[src/rtl/hazard_pkg.sv]
// Shared constants and the stage-record type for the hazard/forwarding controller.
package hazard_pkg;

  localparam int REG_W   = 5;
  localparam int NUM_STG = 3;
  localparam int NUM_SRC = 2;

  localparam int STG_EX  = 0;
  localparam int STG_MEM = 1;
  localparam int STG_WB  = 2;

  localparam logic [1:0] FWD_RF  = 2'b00;
  localparam logic [1:0] FWD_WB  = 2'b01;
  localparam logic [1:0] FWD_MEM = 2'b10;

  localparam logic [1:0] ST_RUN     = 2'b00;
  localparam logic [1:0] ST_LDSTALL = 2'b01;
  localparam logic [1:0] ST_FREEZE  = 2'b10;

  // Operand source a match in each stage selects. A WB match maps to the
  // register file because the register file is write-first.
  localparam logic [NUM_STG-1:0][1:0] STG_FWD_CODE = {FWD_RF, FWD_WB, FWD_MEM};

  // Stages whose load can still cause a load-use stall.
  localparam logic [NUM_STG-1:0] LU_STG_MASK = 3'b001;

  typedef struct packed {
    logic [REG_W-1:0] rd;
    logic             regwrite;
    logic             memread;
  } stage_rec_t;

endpackage

[src/rtl/hazard_fwd_ctrl_if.sv]
// ID-stage request and EX control response bundle for hazard_fwd_ctrl.
interface hazard_fwd_ctrl_if;
  import hazard_pkg::*;

  logic [REG_W-1:0] id_rs_i;
  logic [REG_W-1:0] id_rt_i;
  logic             id_uses_rt_i;
  logic [REG_W-1:0] id_rd_i;
  logic             id_regwrite_i;
  logic             id_memread_i;
  logic             id_valid_i;
  logic             flush_i;
  logic             mdu_busy_i;

  logic [1:0]       fwd_a_o;
  logic [1:0]       fwd_b_o;
  logic             stall_o;
  logic             bubble_o;
  logic [1:0]       state_o;

  modport master (
    output id_rs_i, id_rt_i, id_uses_rt_i, id_rd_i, id_regwrite_i,
           id_memread_i, id_valid_i, flush_i, mdu_busy_i,
    input  fwd_a_o, fwd_b_o, stall_o, bubble_o, state_o
  );

  modport slave (
    input  id_rs_i, id_rt_i, id_uses_rt_i, id_rd_i, id_regwrite_i,
           id_memread_i, id_valid_i, flush_i, mdu_busy_i,
    output fwd_a_o, fwd_b_o, stall_o, bubble_o, state_o
  );

endinterface

[src/rtl/hazard_stage_reg.sv]
// One pipeline stage record; a bubble keeps rd but drops its side effects.
module hazard_stage_reg
  import hazard_pkg::*;
(
  input  logic       clk_i,
  input  logic       rst_i,
  input  logic       en,
  input  logic       clr,
  input  stage_rec_t d,
  output stage_rec_t q
);

  always_ff @(posedge clk_i or negedge rst_i) begin
    if (!rst_i)  q <= '0;
    else if (en) q <= clr ? stage_rec_t'{rd: d.rd, regwrite: 1'b0, memread: 1'b0} : d;
  end

endmodule

[src/rtl/hazard_fwd_ctrl.sv]
// Load-use stall, MDU freeze and EX operand-forward selection for a 5-stage pipe.
module hazard_fwd_ctrl
  import hazard_pkg::*;
(
  input  logic             clk_i,
  input  logic             rst_i,
  hazard_fwd_ctrl_if.slave bus
);

  logic [1:0]                        state_q, state_d;
  stage_rec_t [NUM_STG-1:0]          rec_q, rec_d;
  logic [NUM_STG-1:0]                rec_clr;
  logic [NUM_SRC-1:0][REG_W-1:0]     src;
  logic [NUM_SRC-1:0]                src_used;
  logic [NUM_SRC-1:0][NUM_STG-1:0]   match;
  logic [NUM_SRC-1:0][1:0]           fwd_d, fwd_q;
  logic                              lu_any, load_use, hold, lu_stall, advance, ex_bubble;

  assign src      = {bus.id_rt_i, bus.id_rs_i};
  assign src_used = {bus.id_uses_rt_i, 1'b1};

  // Per source, per stage: register-name match; forward from the newest hit.
  always_comb begin
    match = '0;
    fwd_d = '0;
    for (int i = 0; i < NUM_SRC; i++) begin
      for (int s = 0; s < NUM_STG; s++)
        match[i][s] = src_used[i] && (rec_q[s].rd != '0) && (rec_q[s].rd == src[i]);
      fwd_d[i] = FWD_RF;
      for (int s = NUM_STG-1; s >= 0; s--)
        if (match[i][s] && rec_q[s].regwrite) fwd_d[i] = STG_FWD_CODE[s];
    end
  end

  always_comb begin
    lu_any = 1'b0;
    for (int s = 0; s < NUM_STG; s++)
      if (LU_STG_MASK[s] && rec_q[s].memread && (|{match[1][s], match[0][s]}))
        lu_any = 1'b1;
  end

  assign load_use  = (state_q == ST_RUN) && bus.id_valid_i && !bus.flush_i && lu_any;
  // A busy MDU freezes immediately, before any load-use bubble is inserted.
  assign hold      = bus.mdu_busy_i || (state_q == ST_FREEZE);
  assign lu_stall  = !hold && load_use;
  assign advance   = !hold;
  assign ex_bubble = lu_stall || bus.flush_i || !bus.id_valid_i;

  always_comb begin
    rec_d[STG_EX] = stage_rec_t'{rd:       bus.id_rd_i,
                                 regwrite: bus.id_regwrite_i,
                                 memread:  bus.id_memread_i};
    for (int s = 1; s < NUM_STG; s++) rec_d[s] = rec_q[s-1];
    rec_clr         = '0;
    rec_clr[STG_EX] = ex_bubble;
  end

  for (genvar g = 0; g < NUM_STG; g++) begin : g_stage
    hazard_stage_reg u_stage (
      .clk_i (clk_i),
      .rst_i (rst_i),
      .en    (advance),
      .clr   (rec_clr[g]),
      .d     (rec_d[g]),
      .q     (rec_q[g])
    );
  end

  always_comb begin
    state_d = state_q;
    unique case (state_q)
      ST_RUN: begin
        if (bus.mdu_busy_i)  state_d = ST_FREEZE;
        else if (load_use)   state_d = ST_LDSTALL;
      end
      ST_LDSTALL: state_d = bus.mdu_busy_i ? ST_FREEZE : ST_RUN;
      ST_FREEZE:  state_d = bus.mdu_busy_i ? ST_FREEZE : ST_RUN;
      default:    state_d = ST_RUN;
    endcase
  end

  always_ff @(posedge clk_i or negedge rst_i) begin
    if (!rst_i) begin
      state_q <= ST_RUN;
      fwd_q   <= '0;
    end else begin
      state_q <= state_d;
      if (advance) fwd_q <= ex_bubble ? '0 : fwd_d;
    end
  end

  assign bus.fwd_a_o  = fwd_q[0];
  assign bus.fwd_b_o  = fwd_q[1];
  // Reset also masks the combinational handshake outputs.
  assign bus.stall_o  = rst_i && (hold || lu_stall);
  assign bus.bubble_o = rst_i && lu_stall;
  assign bus.state_o  = state_q;

endmodule

[src/flat_wrapper.sv]
// flat-port wrapper written by rule: the top's interface ports become plain ports
module hazard_fwd_ctrl_flat import hazard_pkg::*;
  (clk_i, rst_i, bus_id_rs_i, bus_id_rt_i, bus_id_uses_rt_i, bus_id_rd_i, bus_id_regwrite_i, bus_id_memread_i, bus_id_valid_i, bus_flush_i, bus_mdu_busy_i, bus_fwd_a_o, bus_fwd_b_o, bus_stall_o, bus_bubble_o, bus_state_o);
  hazard_fwd_ctrl_if bus_i ();
  input  logic clk_i;
  input  logic rst_i;
  input wire logic [$bits(bus_i.id_rs_i)-1:0] bus_id_rs_i;
  input wire logic [$bits(bus_i.id_rt_i)-1:0] bus_id_rt_i;
  input wire logic [$bits(bus_i.id_uses_rt_i)-1:0] bus_id_uses_rt_i;
  input wire logic [$bits(bus_i.id_rd_i)-1:0] bus_id_rd_i;
  input wire logic [$bits(bus_i.id_regwrite_i)-1:0] bus_id_regwrite_i;
  input wire logic [$bits(bus_i.id_memread_i)-1:0] bus_id_memread_i;
  input wire logic [$bits(bus_i.id_valid_i)-1:0] bus_id_valid_i;
  input wire logic [$bits(bus_i.flush_i)-1:0] bus_flush_i;
  input wire logic [$bits(bus_i.mdu_busy_i)-1:0] bus_mdu_busy_i;
  output wire logic [$bits(bus_i.fwd_a_o)-1:0] bus_fwd_a_o;
  output wire logic [$bits(bus_i.fwd_b_o)-1:0] bus_fwd_b_o;
  output wire logic [$bits(bus_i.stall_o)-1:0] bus_stall_o;
  output wire logic [$bits(bus_i.bubble_o)-1:0] bus_bubble_o;
  output wire logic [$bits(bus_i.state_o)-1:0] bus_state_o;
  assign bus_i.id_rs_i = bus_id_rs_i;
  assign bus_i.id_rt_i = bus_id_rt_i;
  assign bus_i.id_uses_rt_i = bus_id_uses_rt_i;
  assign bus_i.id_rd_i = bus_id_rd_i;
  assign bus_i.id_regwrite_i = bus_id_regwrite_i;
  assign bus_i.id_memread_i = bus_id_memread_i;
  assign bus_i.id_valid_i = bus_id_valid_i;
  assign bus_i.flush_i = bus_flush_i;
  assign bus_i.mdu_busy_i = bus_mdu_busy_i;
  assign bus_fwd_a_o = bus_i.fwd_a_o;
  assign bus_fwd_b_o = bus_i.fwd_b_o;
  assign bus_stall_o = bus_i.stall_o;
  assign bus_bubble_o = bus_i.bubble_o;
  assign bus_state_o = bus_i.state_o;
  hazard_fwd_ctrl u_core (.clk_i(clk_i), .rst_i(rst_i), .bus(bus_i));
endmodule
[config.mk]
export PLATFORM = sky130hd
export DESIGN_NAME = hazard_fwd_ctrl_flat
export DESIGN_NICKNAME = d
export VERILOG_FILES = /design/src/rtl/hazard_pkg.sv /design/src/rtl/hazard_fwd_ctrl_if.sv /design/src/rtl/hazard_stage_reg.sv /design/src/rtl/hazard_fwd_ctrl.sv /design/src/flat_wrapper.sv
export SDC_FILE = /design/constraint.sdc
export NUM_CORES = 1
export LEC_CHECK = 0
export CORE_MARGIN = 2
export CORE_UTILIZATION = 42
export DETAILED_ROUTE_END_ITERATION = 10
export PLACE_DENSITY = 0.77
export SYNTH_ARGS = -nofsm -noshare
export SYNTH_HDL_FRONTEND = slang
export SYNTH_SLANG_ARGS = --single-unit
[constraint.sdc]
create_clock -name clk_i -period 1.6 [get_ports clk_i]
set_input_delay 0.24 -clock clk_i [delete_from_list [all_inputs] [get_ports clk_i]]
set_output_delay 0.24 -clock clk_i [all_outputs]
set_load 0.01 [all_outputs]
# Word level (Yosys, flattened, before mapping)
# Cells that the tools add are included.
[classes]
n_eq_ne = 7
mux = 11
reduce_logical = 29
[op_table]
columns = ["op", "count"]
rows = [
  ["$eq 5x5->1", 4],
  ["$logic_and 1x1->1", 17],
  ["$mux 2", 6],
  ["$reduce_bool 5->1", 2],
  ["$logic_or 1x1->1", 4],
  ["$mux 4", 1],
  ["$pmux 2 s2", 1],
  ["$reduce_or 2->1", 2],
  ["$logic_not 1->1", 3],
  ["$mux 1", 3],
  ["$ne 3x2->1 const B", 1],
  ["$eq 2x1->1 const B", 1],
  ["$eq 2x2->1 const B", 1],
  ["$logic_not 2->1", 1],
]
[word_totals]
ff_bits = 19
in_bits = 23
out_inout_bits = 8

# Longest topological paths before layout
[logic_depth]
depth_word = 11
mapped_depth = 7

# Cells and area by module
# From an unflattened synthesis, not the netlist that was laid out.
[unflattened]
hier_cells = 115
area_unflattened_um2 = 1239.9
[modules_own_cells]
columns = ["mod", "n_inst", "cells_each", "area_per_inst_um2"]
rows = [
  ["hazard_fwd_ctrl", 1, 77, 651.9],
  ["hazard_stage_reg", 2, 19, 294.0],
]

# Least setup slack after synthesis
# OpenSTA, ideal clock, no wires.
[synth_timing]
path_type = "reg-to-output"
from = "register u_core.g_stage[0].u_stage.q[5] (netlist bit)"
to = "output bus_stall_o"
t_arrival_ps = 1527
required_time_ps = 1360
path_slack_ps = -167
path_stages_with_launch = 6
n_path_buf = 0
cell_sequence = "dfrtp_1 > xor2_1 > nor4_1 > nand3_1 > a21o_2 > a21boi_0"
[synth_via]
elab_chain_cells = 10
elab_cells_between_ends = 13
[synth_rtl]
columns = ["element", "line", "rtl"]
rows = [
  ["start, declared", "hazard_stage_reg.sv:10", "output stage_rec_t q"],
  ["start signal, assigned", "hazard_stage_reg.sv:15", "else if (en) q <= clr ? stage_rec_t'{rd: d.rd, regwrite: 1'b0, memread: 1'b0} : d;"],
  ["$reduce_bool 5->1", "hazard_fwd_ctrl.sv:28", "match[i][s] = src_used[i] && (rec_q[s].rd != '0) && (rec_q[s].rd == src[i]);"],
  ["$logic_and 1x1->1 (2 in series)", "hazard_fwd_ctrl.sv:28", ""],
  ["$reduce_or 2->1 *", "hazard_fwd_ctrl.sv:38", "if (LU_STG_MASK[s] && rec_q[s].memread && (|{match[1][s], match[0][s]}))"],
  ["$logic_and 1x1->1 *", "hazard_fwd_ctrl.sv:38", ""],
  ["$mux 1 *", "hazard_fwd_ctrl.sv:38", ""],
  ["$logic_and 1x1->1 *", "hazard_fwd_ctrl.sv:42", "assign load_use = (state_q == ST_RUN) && bus.id_valid_i && !bus.flush_i && lu_any;"],
  ["$logic_and 1x1->1 *", "hazard_fwd_ctrl.sv:45", "assign lu_stall = !hold && load_use;"],
  ["$logic_or 1x1->1 *", "hazard_fwd_ctrl.sv:95", "assign bus.stall_o = rst_i && (hold || lu_stall);"],
  ["$logic_and 1x1->1 *", "hazard_fwd_ctrl.sv:95", ""],
  ["end, declared", "flat_wrapper.sv:18", "output wire logic [$bits(bus_i.stall_o)-1:0] bus_stall_o;"],
]
# Every way passes the cells marked *; elsewhere a longest branch is shown, timed or not.

# Worst setup path after layout
[layout_timing]
from = "register u_core.g_stage[0].u_stage.q[4] (netlist bit)"
to = "output bus_stall_o"
# Same word-level chain as after synthesis.

==> metrics.cfg <==
[logic_synthesis]
ys_ff_latch=19
syn_nets=145
synth_enable_flop_cells=0
async_flop_share=1.000
ys_types=27
ys.flop_type=dfrtp_1
yosysSeqAreaShare=0.4434
yosys_warnings=0
synth_area_um2=1072
yosysTopAreaCellShare=0.4434
netlist_top_cells_area=dfrtp_1 44%, nand2_1 13%, xor2_1 11%
syn-mean-instance-area_um2=9.011
yosys.area.top_type=dfrtp_1
syn_inst=119

[clock_tree]
cts_made_buffers=3
clk_path_buf_depth=2
cts_root_buf=clkbuf_4
cts_tree=yes
htreeDepth=1
clock_latency_ns=0.30
cts_sinks=19
clk_pin_slew_ns=0.11

[hold_path]
hold_path.class=primary input to async pin

[place]
placed_cell_area_um2=1613
dp_hpwl_um=2251
gp_congestion=0.9204
pre_cts_ws_ns=-0.9049
portBuffers=30

[global_routing]
antenna_found_initial=0
grt_pass1_wl_um=4602
first_global_vias=1122
use_met3=0.04372
grt-busiest-layer=met2
grt_max_degree=18
grt-ovfl-total=0
use_met2=0.4277
grt_usage=0.2225
use_met1=0.2284

[setup_path]
reg2reg_slack_ns=-0.34
reg2reg_to=u_core.g_stage[0].u_stage.q[0]
cp-end-kind=primary output
r2r-start=u_core.g_stage[0].u_stage.q[4]
critPathKind=flop to primary output
reg2reg_depth=8
critPathTopFamily=flip-flops
cp-start-kind=flop
critPathMaxFanout=5
arrival_ns=1.90
cp.required_ns=1.36
slowest_stage=dfrtp_2
path_cells=xor2_1 > nor4_2 > nand3_1 > buf_4 > a21o_4 > a21boi_2 > buf_2
cpPeakStageDelay_ns=0.46
crit_buf_inv=2

[final_layout]
final_layout_size_suffix_gt1_frac=0.3081
multi_input_area_um2=644.4
syn2layout_area_growth_pct=66.04
layout.nets=212
final_common_cell=nand2_1
final_cell_mix=37 x nand2_1, 30 x buf_4, 26 x clkdlybuf4s50_1, 17 x dfrtp_1, 14 x xor2_1
utilization=0.7253
seq_area_um2=478.0
diodes=0
finalInstanceArea_um2=1780
fillers=193

[route]
avgViaCountPerCell=5.149
drc=0
routed_wl_um=3069
firstDrtPassIters=4
via_count=1107
antenna_left=0
drt-wirelength-per-cell_um=14.27
drt-initial-drc-count=16

[timing]
skew_ns=0.0008357
rsz0062_at_grt=yes
hold_viol_final=0
period_needed_ns=2.139
min_period_over_period=1.337
maxSlewViolCount=0
worst_pin_slew_ns=0.3045
setup_viol=9
relSlewSlack=0.7961
fmax_ghz=0.4676
setup_slack_ns=-0.5387

[power_and_ir_drop]
ir_drop_v=0.0006621
total_power_mw=1.464
p_per_area_nw_per_um2=822.2
power.leakage_nw=0.8533

[floorplan]
core.rowCount=18
dieArea_um2=2973
die_w_um=54.53
io_pins=31
die_h_um=54.53
core_area_um2=2455
start_util=0.4368

[flow_run]
maxCapViolations=0

[run_status]
violations=setup timing
status=finished with violations

[synth_stat cells, types with 3 or more instances]
cell,count
nand2_1,37
dfrtp_1,19
xor2_1,14
xnor2_1,6
a32o_1,4
nor2_1,4
ha_1,3
inv_1,3
nand3_1,3
nor3_1,3
[metrics by stage]
stage | hold slack [ns] | instances | TNS, ns
2_1_floorplan | -0.05559 | 119 | -0.04789
3_3_place_gp | 0.4703 | 203 | -4.061
3_5_place_dp | 0.4738 | 203 | -4.836
4_1_cts | 0.3250 | 211 | -2.964
5_1_grt | 0.3445 | 215 | -3.613
6_report | 0.3134 | 215 | -2.684
[kinds of logic after synthesis]
| kind of cell | synth area share |
|---|---|
| simple gates | 0.2310 |
| xor+xnor | 0.1634 |
| flops | 0.4434 |
| compound gates | 0.1027 |
| buf+inv | 0.02451 |
| fa+ha+maj | 0.03501 |
[metal layers]
| layer | up-vias | part of all wire | routed length (µm) |
|---|---|---|---|
| li1 | 531 | - | - |
| met1 | 525 | 0.38 | 1155 |
| met2 | 44 | 0.55 | 1684 |
| met3 | 7 | 0.055 | 169 |
| met4 | 0 | 0.020 | 60 |
| met5 | - | 0 | 0 |
[layout make-up]
class                   count  share of cell area
well taps                  30             0.02108
repair buffers             65              0.3275
inverters                   3            0.006325
multi-input cells          94              0.3619
flip-flops and latches     19              0.2684
clock buffers               4             0.01476
[worst max-delay path by stage]
stage / from / end / slack, ns / cells past startpoint
floorplan: u_core.g_stage[0].u_stage.q[4] / bus_stall_o / -0.03 / 5
global placement: bus_id_rt_i[2] / bus_stall_o / -0.83 / 7
detailed placement: bus_id_rt_i[2] / bus_stall_o / -0.90 / 7
CTS: u_core.g_stage[0].u_stage.q[6] / bus_stall_o / -0.58 / 7
global route: u_core.g_stage[0].u_stage.q[4] / bus_stall_o / -0.67 / 7
finish: u_core.g_stage[0].u_stage.q[4] / bus_stall_o / -0.54 / 7
[power breakdown]
group          switching [mW]  internal (mW)
sequential              0.100          0.563
combinational           0.252          0.300
clock                   0.151         0.0971
total                   0.504          0.960
[registers in the layout, summed over array words and instances, names as in the netlist]
signal	cells
u_core.g_stage.u_stage.q	13
u_core.bus.fwd_a_o	2
u_core.bus.fwd_b_o	2
u_core.bus.state_o	2
[repair_timing]
item | 4_1_cts | 5_1_grt
endpoints found under the setup margin | 10 | 11
setup buffers | 6 | 4
hold buffers | 0 | 0
gates resized for setup | 19 | 12
pin swaps | 8 | 4
Power figures use the tool's default switching activity.
